<file path="src/rtl/mcc_adder_pipe_pkg.sv">
`default_nettype none
// +--------------------------------------------------------------------+
// | mcc_adder_pipe_pkg : shared defaults and helpers for the pipelined   |
// | Manchester-carry adder.                      Revision: 1.0           |
// +--------------------------------------------------------------------+
package mcc_adder_pipe_pkg;

    localparam int DEF_WIDTH = 16;
    localparam int DEF_BLK   = 4;
    localparam int DEF_SLICE = 4;

    typedef enum logic {
        OP_ADD = 1'b0,
        OP_SUB = 1'b1
    } op_e;

    function automatic int nstage(input int width, input int slice);
        return width / slice;
    endfunction

endpackage
`default_nettype wire

</file>
<file path="src/rtl/mcc_adder_pipe_if.sv">
`default_nettype none
// +--------------------------------------------------------------------+
// | mcc_adder_pipe_if : operand/result handshake bundle.                 |
// |                                              Revision: 1.0           |
// +--------------------------------------------------------------------+
interface mcc_adder_pipe_if
    import mcc_adder_pipe_pkg::*;
#(
    parameter int WIDTH = DEF_WIDTH
);
    logic             in_valid;
    logic             in_ready;
    logic [WIDTH-1:0] a;
    logic [WIDTH-1:0] b;
    logic             cin;
    logic             sub;
    logic             out_valid;
    logic             out_ready;
    logic [WIDTH-1:0] sum;
    logic             cout;
    logic             ovf;

    modport master (
        output in_valid, a, b, cin, sub, out_ready,
        input  in_ready, out_valid, sum, cout, ovf
    );

    modport slave (
        input  in_valid, a, b, cin, sub, out_ready,
        output in_ready, out_valid, sum, cout, ovf
    );
endinterface
`default_nettype wire

</file>
<file path="src/rtl/mcc_slice.sv">
`default_nettype none
// +--------------------------------------------------------------------+
// | mcc_slice : combinational SLICE-bit slice of BLK-bit Manchester      |
// | carry groups.                                Revision: 1.0           |
// +--------------------------------------------------------------------+
module mcc_slice #(
    parameter int SLICE = 4,
    parameter int BLK   = 4
) (
    input  logic [SLICE-1:0] a,
    input  logic [SLICE-1:0] b,
    input  logic             ci,
    output logic [SLICE-1:0] s,
    output logic             co,
    output logic             cmsb
);
    localparam int NGRP = SLICE / BLK;

    logic [SLICE-1:0] p;
    logic [SLICE-1:0] g;
    logic             carry;

    assign p = a ^ b;
    assign g = a & b;

    // Carry walks each group's chain in turn; cmsb taps the carry entering the top bit.
    always_comb begin
        carry = ci;
        s     = '0;
        cmsb  = 1'b0;
        for (int j = 0; j < NGRP; j++) begin
            for (int i = 0; i < BLK; i++) begin
                if (j * BLK + i == SLICE - 1) begin
                    cmsb = carry;
                end
                s[j*BLK+i] = p[j*BLK+i] ^ carry;
                carry      = g[j*BLK+i] | (p[j*BLK+i] & carry);
            end
        end
        co = carry;
    end
endmodule
`default_nettype wire

</file>
<file path="src/rtl/mcc_adder_pipe.sv">
`default_nettype none
// +--------------------------------------------------------------------+
// | mcc_adder_pipe : skewed pipelined add/sub, one slice per stage,      |
// | bubble-collapsing valid/ready.               Revision: 1.0           |
// +--------------------------------------------------------------------+
module mcc_adder_pipe
    import mcc_adder_pipe_pkg::*;
#(
    parameter int WIDTH = DEF_WIDTH,
    parameter int BLK   = DEF_BLK,
    parameter int SLICE = DEF_SLICE
) (
    input  logic            clk,
    input  logic            rst_n,
    mcc_adder_pipe_if.slave bus
);
    localparam int NSTAGE = nstage(WIDTH, SLICE);

    if ((WIDTH % SLICE) != 0 || (SLICE % BLK) != 0 || NSTAGE < 2) begin : g_param_check
        $error("mcc_adder_pipe: WIDTH/SLICE/BLK combination not supported");
    end

    logic [WIDTH-1:0] b_eff;
    logic             c0;
    logic [NSTAGE:1]  v;
    logic [NSTAGE:1]  rdy;
    logic [WIDTH-1:0] s_q [1:NSTAGE];
    logic             c_q [1:NSTAGE];
    logic [WIDTH-1:0] a_q [1:NSTAGE-1];
    logic [WIDTH-1:0] b_q [1:NSTAGE-1];
    logic             ovf_q;

    assign b_eff = (bus.sub == OP_SUB) ? ~bus.b : bus.b;
    assign c0    = bus.cin ^ bus.sub;

    // A stage may advance if the one after it advances or it holds no beat.
    always_comb begin
        rdy[NSTAGE] = bus.out_ready | ~v[NSTAGE];
        for (int k = NSTAGE - 1; k >= 1; k--) begin
            rdy[k] = rdy[k+1] | ~v[k];
        end
    end

    for (genvar k = 1; k <= NSTAGE; k++) begin : g_stg
        logic [WIDTH-1:0] a_in;
        logic [WIDTH-1:0] b_in;
        logic [WIDTH-1:0] s_in;
        logic [WIDTH-1:0] s_nxt;
        logic             c_in;
        logic             v_in;
        logic [SLICE-1:0] sl_sum;
        logic             sl_co;
        logic             sl_cmsb;

        if (k == 1) begin : g_first
            assign a_in = bus.a;
            assign b_in = b_eff;
            assign s_in = '0;
            assign c_in = c0;
            assign v_in = bus.in_valid;
        end else begin : g_next
            assign a_in = a_q[k-1];
            assign b_in = b_q[k-1];
            assign s_in = s_q[k-1];
            assign c_in = c_q[k-1];
            assign v_in = v[k-1];
        end

        mcc_slice #(
            .SLICE (SLICE),
            .BLK   (BLK)
        ) u_slice (
            .a    (a_in[(k-1)*SLICE +: SLICE]),
            .b    (b_in[(k-1)*SLICE +: SLICE]),
            .ci   (c_in),
            .s    (sl_sum),
            .co   (sl_co),
            .cmsb (sl_cmsb)
        );

        always_comb begin
            s_nxt                          = s_in;
            s_nxt[(k-1)*SLICE +: SLICE]    = sl_sum;
        end

        always_ff @(posedge clk or negedge rst_n) begin
            if (!rst_n) begin
                v[k]   <= 1'b0;
                s_q[k] <= '0;
                c_q[k] <= 1'b0;
            end else if (rdy[k]) begin
                v[k]   <= v_in;
                s_q[k] <= s_nxt;
                c_q[k] <= sl_co;
            end
        end

        if (k < NSTAGE) begin : g_ops
            always_ff @(posedge clk or negedge rst_n) begin
                if (!rst_n) begin
                    a_q[k] <= '0;
                    b_q[k] <= '0;
                end else if (rdy[k]) begin
                    a_q[k] <= a_in;
                    b_q[k] <= b_in;
                end
            end
        end else begin : g_last
            always_ff @(posedge clk or negedge rst_n) begin
                if (!rst_n) begin
                    ovf_q <= 1'b0;
                end else if (rdy[k]) begin
                    ovf_q <= sl_cmsb ^ sl_co;
                end
            end
        end
    end

    assign bus.in_ready  = rdy[1];
    assign bus.out_valid = v[NSTAGE];
    assign bus.sum       = s_q[NSTAGE];
    assign bus.cout      = c_q[NSTAGE];
    assign bus.ovf       = ovf_q;
endmodule
`default_nettype wire
</file>
<file path="src/flat_wrapper.sv">
// flat-port wrapper written by rule: the top's interface ports become plain ports
module mcc_adder_pipe_flat import mcc_adder_pipe_pkg::*;
#(
    parameter int WIDTH = DEF_WIDTH,
    parameter int BLK   = DEF_BLK,
    parameter int SLICE = DEF_SLICE
)
  (clk, rst_n, bus_in_valid, bus_a, bus_b, bus_cin, bus_sub, bus_out_ready, bus_in_ready, bus_out_valid, bus_sum, bus_cout, bus_ovf);
  mcc_adder_pipe_if #(.WIDTH(WIDTH)) bus_i ();
  input  logic clk;
  input  logic rst_n;
  input wire logic [$bits(bus_i.in_valid)-1:0] bus_in_valid;
  input wire logic [$bits(bus_i.a)-1:0] bus_a;
  input wire logic [$bits(bus_i.b)-1:0] bus_b;
  input wire logic [$bits(bus_i.cin)-1:0] bus_cin;
  input wire logic [$bits(bus_i.sub)-1:0] bus_sub;
  input wire logic [$bits(bus_i.out_ready)-1:0] bus_out_ready;
  output wire logic [$bits(bus_i.in_ready)-1:0] bus_in_ready;
  output wire logic [$bits(bus_i.out_valid)-1:0] bus_out_valid;
  output wire logic [$bits(bus_i.sum)-1:0] bus_sum;
  output wire logic [$bits(bus_i.cout)-1:0] bus_cout;
  output wire logic [$bits(bus_i.ovf)-1:0] bus_ovf;
  assign bus_i.in_valid = bus_in_valid;
  assign bus_i.a = bus_a;
  assign bus_i.b = bus_b;
  assign bus_i.cin = bus_cin;
  assign bus_i.sub = bus_sub;
  assign bus_i.out_ready = bus_out_ready;
  assign bus_in_ready = bus_i.in_ready;
  assign bus_out_valid = bus_i.out_valid;
  assign bus_sum = bus_i.sum;
  assign bus_cout = bus_i.cout;
  assign bus_ovf = bus_i.ovf;
  mcc_adder_pipe #(.WIDTH(WIDTH), .BLK(BLK), .SLICE(SLICE)) u_core (.clk(clk), .rst_n(rst_n), .bus(bus_i));
endmodule
</file>
<file path="config.mk">
export PLATFORM = sky130hd
export DESIGN_NAME = mcc_adder_pipe_flat
export DESIGN_NICKNAME = d
export VERILOG_FILES = /design/src/rtl/mcc_adder_pipe_pkg.sv /design/src/rtl/mcc_adder_pipe_if.sv /design/src/rtl/mcc_slice.sv /design/src/rtl/mcc_adder_pipe.sv /design/src/flat_wrapper.sv
export SDC_FILE = /design/constraint.sdc
export NUM_CORES = 1
export LEC_CHECK = 0
export CORE_ASPECT_RATIO = 1.4
export CORE_MARGIN = 4
export CORE_UTILIZATION = 45
export CTS_CLUSTER_SIZE = 20
export DETAILED_ROUTE_END_ITERATION = 8
export PLACE_DENSITY = 0.66
export SLEW_MARGIN = 20
export SYNTH_ARGS = -nofsm -noshare
export SYNTH_HDL_FRONTEND = slang
export SYNTH_SLANG_ARGS = --single-unit
</file>
<file path="constraint.sdc">
create_clock -name clk -period 5.4 [get_ports clk]
set_input_delay 1.35 -clock clk [delete_from_list [all_inputs] [get_ports clk]]
set_output_delay 1.35 -clock clk [all_outputs]
set_load 0.01 [all_outputs]
</file>
Yosys cells after proc, flatten, opt, wreduce, memory -nomap -nowiden:

Cells that the tools add are included.

* bitwise operators: 67
* muxes and demuxes: 1

Operator list (count)
* OR 1 bit: 20
* XOR 1 bit: 18
* bitwise AND 1 bit: 16
* bitwise AND 4 bit: 4
* two-way mux 16 bit: 1
* inverter 16 bit: 1
* XOR 4 bit: 4
* inverter 1 bit: 4

* output and inout bits: 20
* logic and storage cells: 87
* input bits: 38
* flip-flop bits (word level): 145

Longest topological paths before layout:

* depth in word-level cells: 11
* mapped depth: 9
* gate-level depth less buffers: 9

Cells and area by module:

A second synthesis with hierarchy kept.

* cell total of the unflattened synthesis: 352
* area, all modules: 4264.1 um2

By module, submodules not included
* mcc_adder_pipe: cells an instance 296, area each 3793.6 um2, times used 1
* mcc_slice: cells an instance 14, area each 117.6 um2, times used 4

Worst setup path before layout:

No wires, ideal clock.

* path kind: input to register
* start: input port bus_sub
* end: register u_core.s_q (netlist bit u_core.g_stg[2].s_in[3])
* stages on the path: 9
* buffers on the path: 2
* setup slack: 1.543 ns
* data required time: 5.273 ns
* library setup time: 0.127 ns
* arrival time: 3.730 ns
* cells stage by stage: buf_2 > buf_4 > xnor2_1 > fa_1 > fa_1 > fa_1 > inv_1 > fa_1 > mux2_1

* longest elaborated chain between the ends: 9
* elaborated cells on any way between the ends: 11
* those cells by class: mux (1); bitwise (10)

RTL lines
* start: declaration: RTL line flat_wrapper.sv:16 `input wire logic [$bits(bus_i.sub)-1:0] bus_sub;`
* two-way mux 16 bit: RTL line mcc_adder_pipe.sv:33 `assign b_eff = (bus.sub == OP_SUB) ? ~bus.b : bus.b;`
* XOR 4 bit: RTL line mcc_slice.sv:23 `assign p = a ^ b;`
* bitwise AND 1 bit: RTL line mcc_slice.sv:37 `carry = g[j*BLK+i] | (p[j*BLK+i] & carry);`
* OR 1 bit: RTL line mcc_slice.sv:37
* bitwise AND 1 bit: RTL line mcc_slice.sv:37
* OR 1 bit: RTL line mcc_slice.sv:37
* bitwise AND 1 bit: RTL line mcc_slice.sv:37
* OR 1 bit: RTL line mcc_slice.sv:37
* XOR 1 bit (*): RTL line mcc_slice.sv:36 `s[j*BLK+i] = p[j*BLK+i] ^ carry;`
* named net u_core.g_stg[1].sl_sum[3]: RTL line mcc_adder_pipe.sv:51 `logic [SLICE-1:0] sl_sum;`
* end signal: indexed assignment: RTL line mcc_adder_pipe.sv:93 `s_q[k] <= s_nxt;`
* end: declaration: RTL line mcc_adder_pipe.sv:27 `logic [WIDTH-1:0] s_q [1:NSTAGE];`

The timed path passes the listed nets; every way through them passes the cells marked *.
A chain may end at the register's enable or synchronous reset.

Worst setup path after layout:

* start: input port bus_out_ready
* end: output port bus_in_ready

* longest elaborated chain between the ends: 4

RTL lines
* start: declaration: RTL line flat_wrapper.sv:17 `input wire logic [$bits(bus_i.out_ready)-1:0] bus_out_ready;`
* OR 1 bit: RTL line mcc_adder_pipe.sv:38 `rdy[NSTAGE] = bus.out_ready | ~v[NSTAGE];`
* OR 1 bit (3 in series): RTL line mcc_adder_pipe.sv:40 `rdy[k] = rdy[k+1] | ~v[k];`
* end: declaration: RTL line flat_wrapper.sv:18 `output wire logic [$bits(bus_i.in_ready)-1:0] bus_in_ready;`

No other way between the ends.

==> metrics.md <==
| Metric | Value |
|---|---|
| Status | `completed` |
| Initial Utilization | `46.68%` |
| Static Leak | `2.321 nW` |
| Number of unique standard cell types used by synthesis | `23` |
| Type of element capturing the critical path | `output port` |
| Final Hold Viols | `0` |
| CTS tree | `done` |
| Leading cell type in the layout, fill and taps excluded | `sky130_fd_sc_hd__dfrtp_1` |
| Wire length of the first global-routing pass | `approximately 12 mm` |
| Post-CTS Resized | `0` |
| Vias in the first global route | `approximately 2,400` |
| Post-layout instance count excluding filler cells | `roughly 460` |
| Ratio of cells with drive above 1 in the final layout | `20.45%` |
| Final standard cell utilization of the core | `between 50 and 60%` |
| Count of max-cap constraint violations | `0` |
| Number of pins with negative max-slew slack in the final report | `0` |
| CTS Sinks | `97` |
| Total half-perimeter wirelength after legalization and detailed placement | `approximately 4.8 mm` |
| Largest net degree at the start of global routing | `about 60` |
| Root Buffer Master | `sky130_fd_sc_hd__clkbuf_16` |
| Routed via count divided by cell count | `roughly 5` |
| Ratio of total power to cell area | `between 400 and 500 nW/um2` |
| Ordered list of cells on the worst path | `clkdlybuf4s50_1, nand3b_4, nor2_8, inv_1, clkdlybuf4s50_1` |
| Share of the cycle needed by the critical path after routing | `about 75%` |
| Kind of path behind the tightest hold check | `flop to flop` |
| Clock H-tree levels | `3` |
| Number of antenna violations at the first check in global routing | `0` |
| Total number of placement rows | `41` |
| Top library cells by usage in the layout, fill and taps aside | `sky130_fd_sc_hd__dfrtp_1 (97), sky130_fd_sc_hd__clkdlybuf4s50_1 (56), sky130_fd_sc_hd__mux2_2 (34), sky130_fd_sc_hd__inv_1 (29), sky130_fd_sc_hd__mux2_1 (23)` |
| Routed Antenna Nets | `0` |
| FMAX | `approximately 250 MHz` |
| Clock buffers created by TritonCTS | `9` |
| Maximum fanout along the worst path | `3` |
| Slowest Stage Delay on Critical Path | `about 480 ps` |
| Clock transition at the registers of the reported paths | `approximately 60 ps` |
| Seq/Total Area, Yosys | `56.63%` |
| Worst slew margin | `about half` |
| Total nets after synthesis | `348` |
| Total length of routed wires | `between 6 and 7 mm` |
| Design area | `5199 um2` |
| Routed wirelength normalized by instance count | `about 15 um` |
| Ant. Diodes | `0` |
| Worst path arrival time | `2680 ps` |
| Width of the die | `between 90 and 100 um` |
| Count of boundary I/O pins | `58` |
| Post-synthesis register bit count | `97` |
| Input/output buffers | `57` |
| Fill cell total of the finished layout | `~740` |
| Core Region | `9183 um2` |
| Pin slew with the least headroom to its limit | `about 740 ps` |
| CP Launch Type | `input port` |
| Cts hold-fix bufs | `0` |
| DR DRC count | `0` |
| Placed Cells incl. Taps | `about 450` |
| Overall Global Routing Usage | `about 14%` |
| Kind of critical path | `input port to output port` |
| Full die area | `between 10,000 and 15,000 um2` |
| DIE HEIGHT | `between 100 and 150 um` |
| Post-Synthesis Cell Area | `4287 um2` |
| Post-layout nets | `between 400 and 500` |
| First-pass iteration count of the detailed router | `4` |
| GRT overflow | `0` |
| Final total power | `about 0.0023 W` |
| Gate Count Post-Synth | `294` |
| Routability congestion estimate from global placement | `~0.73` |
| Minimum clock period after layout | `4029 ps` |
| Mean cell area of the mapped netlist | `around 15 um2` |
| Setup violators final | `0` |
| Final total negative setup slack | `0 ps` |
| CP max-delay cell | `sky130_fd_sc_hd__clkdlybuf4s50_1` |
| Synthesis-to-layout area growth | `21.28%` |
| Maximum vdd drop | `0.0002258 V` |
| Worst EP required | `between 4000 and 5000 ps` |
| Number of buffers inserted to repair setup after CTS | `0` |
| Instance area after placement | `~4900 um2` |
| Clk_lat worst skew | `roughly 340 ps` |
| Setup repair after global routing missed its margin | `false` |
| Starting DRT DRC Count | `76` |
| Number of buffers on the longest clock path | `2` |
| Cell occurring most often along the worst timing path | `sky130_fd_sc_hd__clkdlybuf4s50_1` |
| Clock tree skew after final layout | `slightly above 6 ps` |
| Synthesis warning total | `0` |
| Via total after detailed routing | `between 2,000 and 2,500` |
flip-flops by register name, summed over array words and instances (netlist names):
signal / count
u_core.g_stg.a_in: 24
u_core.g_stg.b_in: 24
u_core.g_stg.s_in: 24
u_core.bus.sum: 16
u_core.g_stg.c_in: 3
u_core.g_stg.v_in: 3
u_core.bus.cout: 1
u_core.bus.out_valid: 1
u_core.bus.ovf: 1
worst paths after layout:
check | startpoint | to | slack, ps | cells past startpoint
hold / removal | u_core.g_stg[2].a_in[11] | u_core.g_stg[3].a_in[11] | 480 | 2
hold reg to reg | u_core.g_stg[2].a_in[11] | u_core.g_stg[3].a_in[11] | 480 | 2
min in group asynchronous | rst_n | u_core.g_stg[2].a_in[12] | 970 | 1
setup reg to reg | u_core.g_stg[4].c_in | u_core.bus.sum[15] | 3060 | 8
max in group asynchronous | rst_n | u_core.g_stg[2].s_in[1] | 3310 | 2
setup / recovery | bus_out_ready | bus_in_ready | 1370 | 5
stage by stage:
stage	setup slack [ps]	hold WS (ps)
finish	1371	481.7
global route	1318	503.3
CTS	1355	485.6
detailed placement	1157	464.9
global placement	1231	440.9
floorplan	1543	434.6
where the power goes:
part / internal (W) / switching [W] / leakage (nW)
clock: 0.000372 / 0.000265 / 0.145
sequential: 0.000945 / 0.000115 / 1.12
combinational: 0.000374 / 0.000247 / 1.05
total: 0.00169 / 0.000627 / 2.32
cell type report:
| cell class | instances | area (um2) | share of cell area [%] |
|---|---|---|---|
| multi-input combinational | 154 | 1624 | 31.24 |
| sequential | 97 | 2427 | 46.69 |
| tap | 107 | 133.9 | 2.575 |
| clock inverter | 6 | 67.56 | 1.300 |
| inverter | 29 | 108.9 | 2.094 |
| clock buffer | 10 | 239.0 | 4.597 |
| timing repair buffer | 61 | 598.1 | 11.50 |
cells by family (layout without fill, tap and decap cells):
kind of cell,Yosys count,after routing,synth area share [%]
and+or+nand+nor,27,27,3.882
adders and majority gates,16,16,7.472
AOI/OAI and AO/OA,18,18,2.102
buffers and inverters,43,106,5.546
xor gates and xnor gates,18,18,3.678
muxes,75,75,20.69
DFF,97,97,56.63
critical path: cells and delay by family:
kind	cells	cell delay (ps)
buf+inv	3	970
simple gates	2	350
cells in the mapped netlist:
cell / instances / area share, %
sky130_fd_sc_hd__nor2_8: 1 / 0.47
sky130_fd_sc_hd__nor2_1: 10 / 0.88
sky130_fd_sc_hd__xor2_1: 12 / 2.5
sky130_fd_sc_hd__o21ai_0: 8 / 0.93
sky130_fd_sc_hd__dfrtp_1: 97 / 57
sky130_fd_sc_hd__mux2_2: 34 / 8.9
sky130_fd_sc_hd__nand2_1: 9 / 0.79
sky130_fd_sc_hd__nand3b_4: 1 / 0.47
sky130_fd_sc_hd__mux2i_1: 5 / 1.2
sky130_fd_sc_hd__xnor2_1: 6 / 1.2
sky130_fd_sc_hd__nand2b_1: 4 / 0.58
sky130_fd_sc_hd__buf_6: 6 / 1.6
sky130_fd_sc_hd__inv_1: 29 / 2.5
sky130_fd_sc_hd__mux2_1: 23 / 6.0
sky130_fd_sc_hd__buf_2: 4 / 0.47
sky130_fd_sc_hd__a21oi_1: 10 / 1.2
sky130_fd_sc_hd__nand4b_4: 1 / 0.55
sky130_fd_sc_hd__clkbuf_1: 1 / 0.087
sky130_fd_sc_hd__fa_1: 16 / 7.5
sky130_fd_sc_hd__buf_4: 1 / 0.18
sky130_fd_sc_hd__mux2_4: 13 / 4.6
sky130_fd_sc_hd__or2_2: 1 / 0.15
sky130_fd_sc_hd__buf_8: 2 / 0.70
routing by layer:
layer  global-route usage, %  share of wire (%)
met3                   4.078                5.0
met2                   21.76                 48
met5                       0                  0
met1                   18.12                 45
met4                   6.609                2.3
No activity file was read; power rests on OpenSTA's default activity.
